`src/rtl/ps2_kbd_port_if.sv`:
```
// CPU-side I/O bus of the PS/2 keyboard port: read strobe, register select, read data, interrupt.
// Latency: rd_data is combinational from the strobe and select; intr/ready are registered state.
// Backpressure: none; every strobed read is served in the same cycle.
interface ps2_kbd_port_if;
    logic        io_rdn;
    logic        io_addr;
    logic [31:0] rd_data;
    logic        intr;
    logic        ready;

    modport master (output io_rdn, output io_addr, input rd_data, input intr, input ready);
    modport slave  (input io_rdn, input io_addr, output rd_data, output intr, output ready);
endinterface

```
`src/rtl/ps2_kbd_port.sv`:
```
// PS/2 keyboard receiver: deserializes 11-bit frames, queues scan codes, raises intr while any are queued.
// Latency: pin edge seen 3-4 cycles later; code visible on the edge after the 11th bit is detected.
// Backpressure: none toward the device; a frame arriving to a full queue is dropped and flagged overflow.
module ps2_kbd_port #(
    parameter int DEPTH_LOG2 = 3,
    parameter int TIMEOUT    = 5000
) (
    input  logic           clock,
    input  logic           resetn,
    input  logic           ps2_clk,
    input  logic           ps2_data,
    ps2_kbd_port_if.slave  bus
);
    localparam int DEPTH  = 1 << DEPTH_LOG2;
    localparam int IDLE_W = $clog2(TIMEOUT + 1);

    logic [2:0]            ps2c_q, ps2d_q;
    logic [3:0]            bitcnt_q, bitcnt_d;
    logic [10:0]           shreg_q, shreg_d;
    logic [IDLE_W-1:0]     idle_q, idle_d;
    logic [DEPTH_LOG2-1:0] wr_ptr_q, rd_ptr_q;
    logic [DEPTH_LOG2:0]   cnt_q, cnt_d;
    logic                  ovf_q, ovf_d, ferr_q, ferr_d;
    logic [7:0]            mem_q [DEPTH];

    logic        fall, frame_done, frame_ok;
    logic        empty, full, data_rd, stat_rd, push, pop;
    logic [10:0] frame;

    // Bits enter at the top so that after 11 shifts bit 0 holds the start bit.
    assign fall     = ps2c_q[2] & ~ps2c_q[1];
    assign frame    = {ps2d_q[1], shreg_q[10:1]};
    assign frame_ok = ~frame[0] & frame[10] & (^frame[9:1]);

    assign empty   = (cnt_q == '0);
    assign full    = (cnt_q == (DEPTH_LOG2+1)'(DEPTH));
    assign data_rd = ~bus.io_rdn & ~bus.io_addr;
    assign stat_rd = ~bus.io_rdn &  bus.io_addr;
    assign pop     = data_rd & ~empty;
    assign push    = frame_done & frame_ok & (~full | pop);

    // Bit counter, shift register and mid-frame idle timeout.
    always_comb begin
        bitcnt_d   = bitcnt_q;
        shreg_d    = shreg_q;
        idle_d     = idle_q;
        frame_done = 1'b0;
        if (fall) begin
            shreg_d = frame;
            idle_d  = '0;
            if (bitcnt_q == 4'd10) begin
                bitcnt_d   = 4'd0;
                frame_done = 1'b1;
            end else begin
                bitcnt_d = bitcnt_q + 4'd1;
            end
        end else if (bitcnt_q != 4'd0) begin
            if (idle_q == IDLE_W'(TIMEOUT - 1)) begin
                bitcnt_d = 4'd0;
                idle_d   = '0;
            end else begin
                idle_d = idle_q + 1'b1;
            end
        end
    end

    // Queue occupancy and sticky error flags; a new error in a status-read cycle wins over the clear.
    always_comb begin
        cnt_d = cnt_q;
        case ({push, pop})
            2'b10:   cnt_d = cnt_q + 1'b1;
            2'b01:   cnt_d = cnt_q - 1'b1;
            default: cnt_d = cnt_q;
        endcase
        ovf_d  = (frame_done & frame_ok & full & ~pop) | (ovf_q & ~stat_rd);
        ferr_d = (frame_done & ~frame_ok) | (ferr_q & ~stat_rd);
    end

    // Synchronizers idle high; all control state clears on reset.
    always_ff @(posedge clock or negedge resetn) begin
        if (!resetn) begin
            ps2c_q   <= 3'b111;
            ps2d_q   <= 3'b111;
            bitcnt_q <= 4'd0;
            shreg_q  <= '0;
            idle_q   <= '0;
            wr_ptr_q <= '0;
            rd_ptr_q <= '0;
            cnt_q    <= '0;
            ovf_q    <= 1'b0;
            ferr_q   <= 1'b0;
        end else begin
            ps2c_q   <= {ps2c_q[1:0], ps2_clk};
            ps2d_q   <= {ps2d_q[1:0], ps2_data};
            bitcnt_q <= bitcnt_d;
            shreg_q  <= shreg_d;
            idle_q   <= idle_d;
            cnt_q    <= cnt_d;
            ovf_q    <= ovf_d;
            ferr_q   <= ferr_d;
            if (push) wr_ptr_q <= wr_ptr_q + 1'b1;
            if (pop)  rd_ptr_q <= rd_ptr_q + 1'b1;
        end
    end

    // Queue storage needs no reset; occupancy alone decides what is valid.
    always_ff @(posedge clock) begin
        if (push) mem_q[wr_ptr_q] <= frame[8:1];
    end

    // Read mux: data head, status word, or zero when not strobed or the queue is empty.
    always_comb begin
        bus.rd_data = 32'd0;
        if (data_rd && !empty) begin
            bus.rd_data = {24'd0, mem_q[rd_ptr_q]};
        end else if (stat_rd) begin
            bus.rd_data = {24'd0, 5'(cnt_q), ferr_q, ovf_q, ~empty};
        end
    end

    assign bus.ready = ~empty;
    assign bus.intr  = ~empty;
endmodule
```
`src/flat_wrapper.sv`:
```
// flat-port wrapper written by rule: the top's interface ports become plain ports
module ps2_kbd_port_flat 
#(
    parameter int DEPTH_LOG2 = 3,
    parameter int TIMEOUT    = 5000
)
  (clock, resetn, ps2_clk, ps2_data, bus_io_rdn, bus_io_addr, bus_rd_data, bus_intr, bus_ready);
  ps2_kbd_port_if bus_i ();
  input  logic clock;
  input  logic resetn;
  input  logic ps2_clk;
  input  logic ps2_data;
  input wire logic [$bits(bus_i.io_rdn)-1:0] bus_io_rdn;
  input wire logic [$bits(bus_i.io_addr)-1:0] bus_io_addr;
  output wire logic [$bits(bus_i.rd_data)-1:0] bus_rd_data;
  output wire logic [$bits(bus_i.intr)-1:0] bus_intr;
  output wire logic [$bits(bus_i.ready)-1:0] bus_ready;
  assign bus_i.io_rdn = bus_io_rdn;
  assign bus_i.io_addr = bus_io_addr;
  assign bus_rd_data = bus_i.rd_data;
  assign bus_intr = bus_i.intr;
  assign bus_ready = bus_i.ready;
  ps2_kbd_port #(.DEPTH_LOG2(DEPTH_LOG2), .TIMEOUT(TIMEOUT)) u_core (.clock(clock), .resetn(resetn), .ps2_clk(ps2_clk), .ps2_data(ps2_data), .bus(bus_i));
endmodule
```
`config.mk`:
```
export PLATFORM = sky130hd
export DESIGN_NAME = ps2_kbd_port_flat
export DESIGN_NICKNAME = d
export VERILOG_FILES = /design/src/rtl/ps2_kbd_port_if.sv /design/src/rtl/ps2_kbd_port.sv /design/src/flat_wrapper.sv
export SDC_FILE = /design/constraint.sdc
export NUM_CORES = 1
export LEC_CHECK = 0
export BUFFER_PORTS_ARGS = -buffer_cell sky130_fd_sc_hd__buf_2
export CAP_MARGIN = 25
export CORE_AREA = 2 2 129 93
export CTS_CLUSTER_SIZE = 24
export DETAILED_ROUTE_END_ITERATION = 10
export DIE_AREA = 0 0 131 95
export HOLD_SLACK_MARGIN = 0.03
export PLACE_DENSITY_LB_ADDON = 0.15
export SYNTH_ARGS = -nofsm -noshare
export SYNTH_HDL_FRONTEND = slang
export SYNTH_SLANG_ARGS = --single-unit
```
`constraint.sdc`:
```
create_clock -name clock -period 7.2 [get_ports clock]
set_clock_uncertainty 0.15 [all_clocks]
set_input_delay 0.36 -clock clock [delete_from_list [all_inputs] [get_ports clock]]
set_output_delay 0.36 -clock clock [all_outputs]
set_load 0.05 [all_outputs]
```
# Yosys cells after proc, flatten, opt, wreduce, memory -nomap -nowiden
# Memories as Yosys holds them, arrays and structs flattened.
# Index checks and enable logic that the tools add are counted.
[totals]
ff_bits = 45
ramBits = 64
inputBits = 6
elab_cells = 70
mem_count = 1
[mem_list]
columns = ["name", "words", "width", "rd", "rd_ports_with_merged_regs", "write_ports", "line_no", "text"]
rows = [
  ["u_core.mem_q", 8, 8, 1, 0, 1, "ps2_kbd_port.sv:24", "logic [7:0] mem_q [DEPTH];"],
]
[classes]
n_addsub = 6
eq_ne = 5
n_mux = 14
bitwise = 25
n_reduce_logical = 9
[op_table]
columns = ["op", "count"]
rows = [
  ["13-bit two-way mux", 3],
  ["32-bit two-way mux", 1],
  ["4-bit two-way mux", 4],
  ["13-bit by 1-bit adder with 13-bit output (second input constant)", 1],
  ["1-bit AND", 13],
  ["13-bit == test (second input constant)", 1],
  ["1-bit NOT", 9],
  ["9-bit parity", 1],
  ["4-bit by 1-bit adder with 4-bit output (second input constant)", 2],
  ["4-bit == test (second input constant)", 2],
  ["4-bit case mux with 2 select lines", 1],
  ["7-bit two-way mux", 1],
  ["3-bit by 1-bit adder with 3-bit output (second input constant)", 2],
  ["2-bit nonzero test", 3],
  ["4-bit logical NOT", 1],
  ["1-bit two-way mux", 4],
  ["4-bit nonzero test", 1],
  ["4-bit by 1-bit subtractor with 4-bit output (second input constant)", 1],
  ["1-bit bitwise OR", 3],
  ["2-bit by 1-bit == test with 1-bit output (second input constant)", 1],
  ["2-bit == test (second input constant)", 1],
  ["2-bit AND reduction", 1],
  ["1-bit logical AND", 1],
  ["1-bit logical NOT", 1],
]

# Longest topological paths before layout
[logic_depth]
depth_word = 7
depth_mapped = 12
ltp_nobuf = 11

# Worst setup path before layout
# OpenSTA, ideal clock, no wires.
[synth_path]
path_type = "register -> register"
startpoint = "register u_core.shreg_q[3]"
endpoint = "memory u_core.mem_q[0][0] (enable)"
setup_time_ns = 0.395
t_arrival_ns = 2.574
required_ns = 6.655
setup_slack_ns = 4.081
stages_incl_launch_ff = 6
path_buffers = 0
synth_period_minus_slack_ns = 3.119
cell_sequence = "dfrtp_1 > xor3_1 > or4_4 > mux2i_4 > nand2_4 > nor4_1"
[synth_via]
elab_chain_cells = 6
[synth_lines]
columns = ["element", "line_no", "text"]
rows = [
  ["start: declaration", "ps2_kbd_port.sv:19", "logic [10:0] shreg_q, shreg_d;"],
  ["start signal: assignment", "ps2_kbd_port.sv:96", "shreg_q <= shreg_d;"],
  ["9-bit parity", "ps2_kbd_port.sv:33", "assign frame_ok = ~frame[0] & frame[10] & (^frame[9:1]);"],
  ["1-bit AND", "ps2_kbd_port.sv:33", ""],
  ["1-bit AND (2 in a row)", "ps2_kbd_port.sv:40", "assign push = frame_done & frame_ok & (~full | pop);"],
  ["1-bit two-way mux", "ps2_kbd_port.sv:108", "if (push) mem_q[wr_ptr_q] <= frame[8:1];"],
  ["1-bit two-way mux (not written as such)", "ps2_kbd_port.sv:108", ""],
  ["end: declaration", "ps2_kbd_port.sv:24", ""],
]
# Every way passes these cells.

# Worst setup path in the final report
[layout_path]
startpoint = "register u_core.shreg_q[3]"
endpoint = "memory u_core.mem_q[0][2] (enable)"
# The elaborated chain is that of the path after synthesis.

==> metrics <==
status=finished, final reports clean; RePlAce Congestion=0.7758; pwr/cell area=325.8 mW/mm²; drt wl/cell=17.09 µm; First-pass DRT Iterations=4; die height=95 µm; Final Cell Area=0.005455 mm²; clock slew at reported path FFs=0.07 ns; post-synthesis mux area share=0.1007; Worst R2R Start=u_core.shreg_q[3]; placed cells=535; Crit Reg-Reg Endpoint=u_core.mem_q[0][2]; CTS tree=built; Worst Hold Class=reg2reg; Slew @ Worst Pin=1.020 ns; fin cells=554; Placeable Area=0.01135 mm²; Worst-Skew Late Latency=0.35 ns; routed via count=2807; Final Net Count=405; IO Port Bufs=15; VDD IR-drop max=163.4 µV; CP top delay family=simple AND/OR/NAND/NOR gates; final critical-path required period=3.708 ns; WP buf/inv=1; worst-path cell chain=xor3_1 > or4_4 > mux2i_4 > nand2_4 > nor4_1 > buf_4; Final WS setup=3.492 ns; leakage power=2.154 nW; die width=131 µm; total gr overflow=0; top cells by count, synth=edfxtp_1 (64), nand2_1 (53), dfrtp_1 (39); XOR/XNOR Fraction of Synth Area=0.03926; Final Max Tran Viols=0; Critical Path RT=7.11 ns; Synth-to-Final Area Change=9.713%; die footprint=0.01245 mm²; CP Data Arrival Time=3.62 ns; number of max-cap violations=0; FMAX=269.7 MHz; synth top area cells=edfxtp_1 (39%), dfrtp_1 (20%), mux4_2 (7.2%); Cell Area, Placed=0.005149 mm²; share of cells above drive strength 1=0.1889; syn_area_per_cell=13.44 µm²; clock buffer depth=2; RSZ-0062 raised after global routing=false; area leader, netlist=edfxtp_1; Synth Warn #=0; setup violators final=0; Power, Total=1.777 mW; DR iter-0 viols=262; Final Hold Fails=0; Worst Setup End Kind=register; vias per cell=5.067; setup_tns=0 ns; adder-cell share of the synthesized area=0.01761; number of synthesized flops with an enable pin=64; TritonCTS Buffers=9; Crit. Startpoint=u_core.shreg_q[3]; Slew headroom=0.3177; Place WS=3.509 ns; CP Launch Type=register; clock root buffer=clkbuf_16; Critical Path Fanout Max=16; largest net degree at the start of global routing=38; ant diodes=0; vias in the first global route=2659; antenna viol nets, final=0; area share of the largest cell type after synthesis=0.3865; sequential fraction of the synthesis area=0.6092; commonest register cell after synthesis=edfxtp_1; largest family of logic cells by synthesized area=simple AND/OR/NAND/NOR gates; first-pass GRT wire length=14860 µm; Initial Util=0.4379; Synth Register Bits=108; dpl hpwl=6327 µm; GRT Util Overall=0.1653; Final Cycle Share=0.5150; simple-gate area share of the yosys netlist=0.1437; cell area after synthesis=0.004972 mm²; drt drc=0; Worst path slowest cell=nor4_1; Sink Count=108; Worst path depth=6; Worst path max stage delay=0.79 ns; flop2flop setup slack=3.49 ns; number of top-level pins=40; Synth Instances=370; crit path to=u_core.mem_q[0][2]; total wire length=9468 µm; asr flop ratio synth=0.4074; number of setup buffers added after CTS=0; Synth cell types=54; Reg2Reg Depth=6; FP Rows=33; top-count cell post-synth=edfxtp_1; H-tree lvl count=3; compound-cell area share of the yosys netlist=0.03598; WS Path Type=reg2reg; antenna violations before repair=0
-- how the worst min path moves through the flow --
stage / slack (ns) / endpoint / cells after the start / from
after CTS: 0.21 / u_core.ps2d_q[1] / 0 / u_core.ps2d_q[0]
final: 0.21 / u_core.ps2d_q[1] / 0 / u_core.ps2d_q[0]
after floorplan: -0.09 / u_core.bitcnt_q[0] / 0 / resetn
after detailed placement: 0.08 / u_core.rd_ptr_q[0] / 1 / resetn
after global routing: 0.21 / u_core.ps2d_q[1] / 0 / u_core.ps2d_q[0]
after global placement: 0.20 / u_core.ps2d_q[1] / 0 / u_core.ps2d_q[0]
-- registers in the layout, summed over array words and instances, names as in the netlist --
name / cells
u_core.bitcnt_q: 4
u_core.ps2c_q: 3
u_core.ovf_q: 1
u_core.wr_ptr_q: 3
u_core.idle_q: 13
u_core.mem_q: 64
u_core.ps2d_q: 2
u_core.cnt_q: 4
u_core.shreg_q: 10
u_core.ferr_q: 1
u_core.rd_ptr_q: 3
-- layout by cell type, fill, tap and decap left out, types with 2 or more instances in the layout --
master	count
nand3_4	2
xnor2_1	10
buf_4	5
o21ai_0	15
dlygate4sd3_1	3
a22o_1	4
nor2b_1	6
nand4_1	7
clkbuf_16	9
inv_1	5
buf_2	16
nand2b_1	6
mux2_2	2
dfrtp_1	39
nand3b_1	3
nand3_1	5
nor3_1	7
and3_1	7
conb_1	24
mux4_2	16
edfxtp_1	64
inv_6	2
nor2_1	24
a211oi_1	2
clkinv_4	2
nor4_1	2
nor3_2	2
ha_1	7
nand2_1	53
xor2_1	7
dfstp_2	5
or2_2	2
mux2i_1	8
-- power by group --
| part | switching [mW] | internal (mW) |
|---|---|---|
| clock network | 0.224 | 0.238 |
| logic | 0.272 | 0.208 |
| registers | 0.111 | 0.723 |
| total | 0.608 | 1.17 |
-- layout make-up --
type / count / area, µm²
multi-input cells: 243 / 1767
inverters: 5 / 18.77
clock inverters: 6 / 47.55
repair buffers: 25 / 167.7
fillers: 1005 / 5899
well taps: 157 / 196.4
flip-flops and latches: 108 / 3029
clock buffers: 10 / 229.0
-- repair_timing --
item,4_1_cts,5_1_grt
endpoints found under the hold margin,41,0
hold buffers,3,0
gates resized for setup,0,0
-- per-layer routing --
metal  up-vias  GRT usage  wire [µm]
met3         9    0.04363        461
met1      1392     0.2488       4842
met4         0    0.04255         89
met2        59     0.2379       4075
met5         -          0          0
li1       1347          -          -
-- cell families after synthesis --
| group | Yosys count |
|---|---|
| other | 1 |
| muxes | 28 |
| buffers and inverters | 42 |
| adders and majority gates | 7 |
| DFF | 108 |
| xor gates and xnor gates | 19 |
| AOI/OAI and AO/OA | 28 |
| and+or+nand+nor | 137 |
-- stage by stage --
stage          utilization  hold WS, ns
5_1_grt             0.4804       0.2143
3_3_place_gp        0.4499       0.1984
4_1_cts             0.4804       0.2052
6_report            0.4804       0.2067
3_5_place_dp        0.4534      0.07731
2_1_floorplan            -     -0.08559
No activity file was read; power rests on OpenSTA's default activity.
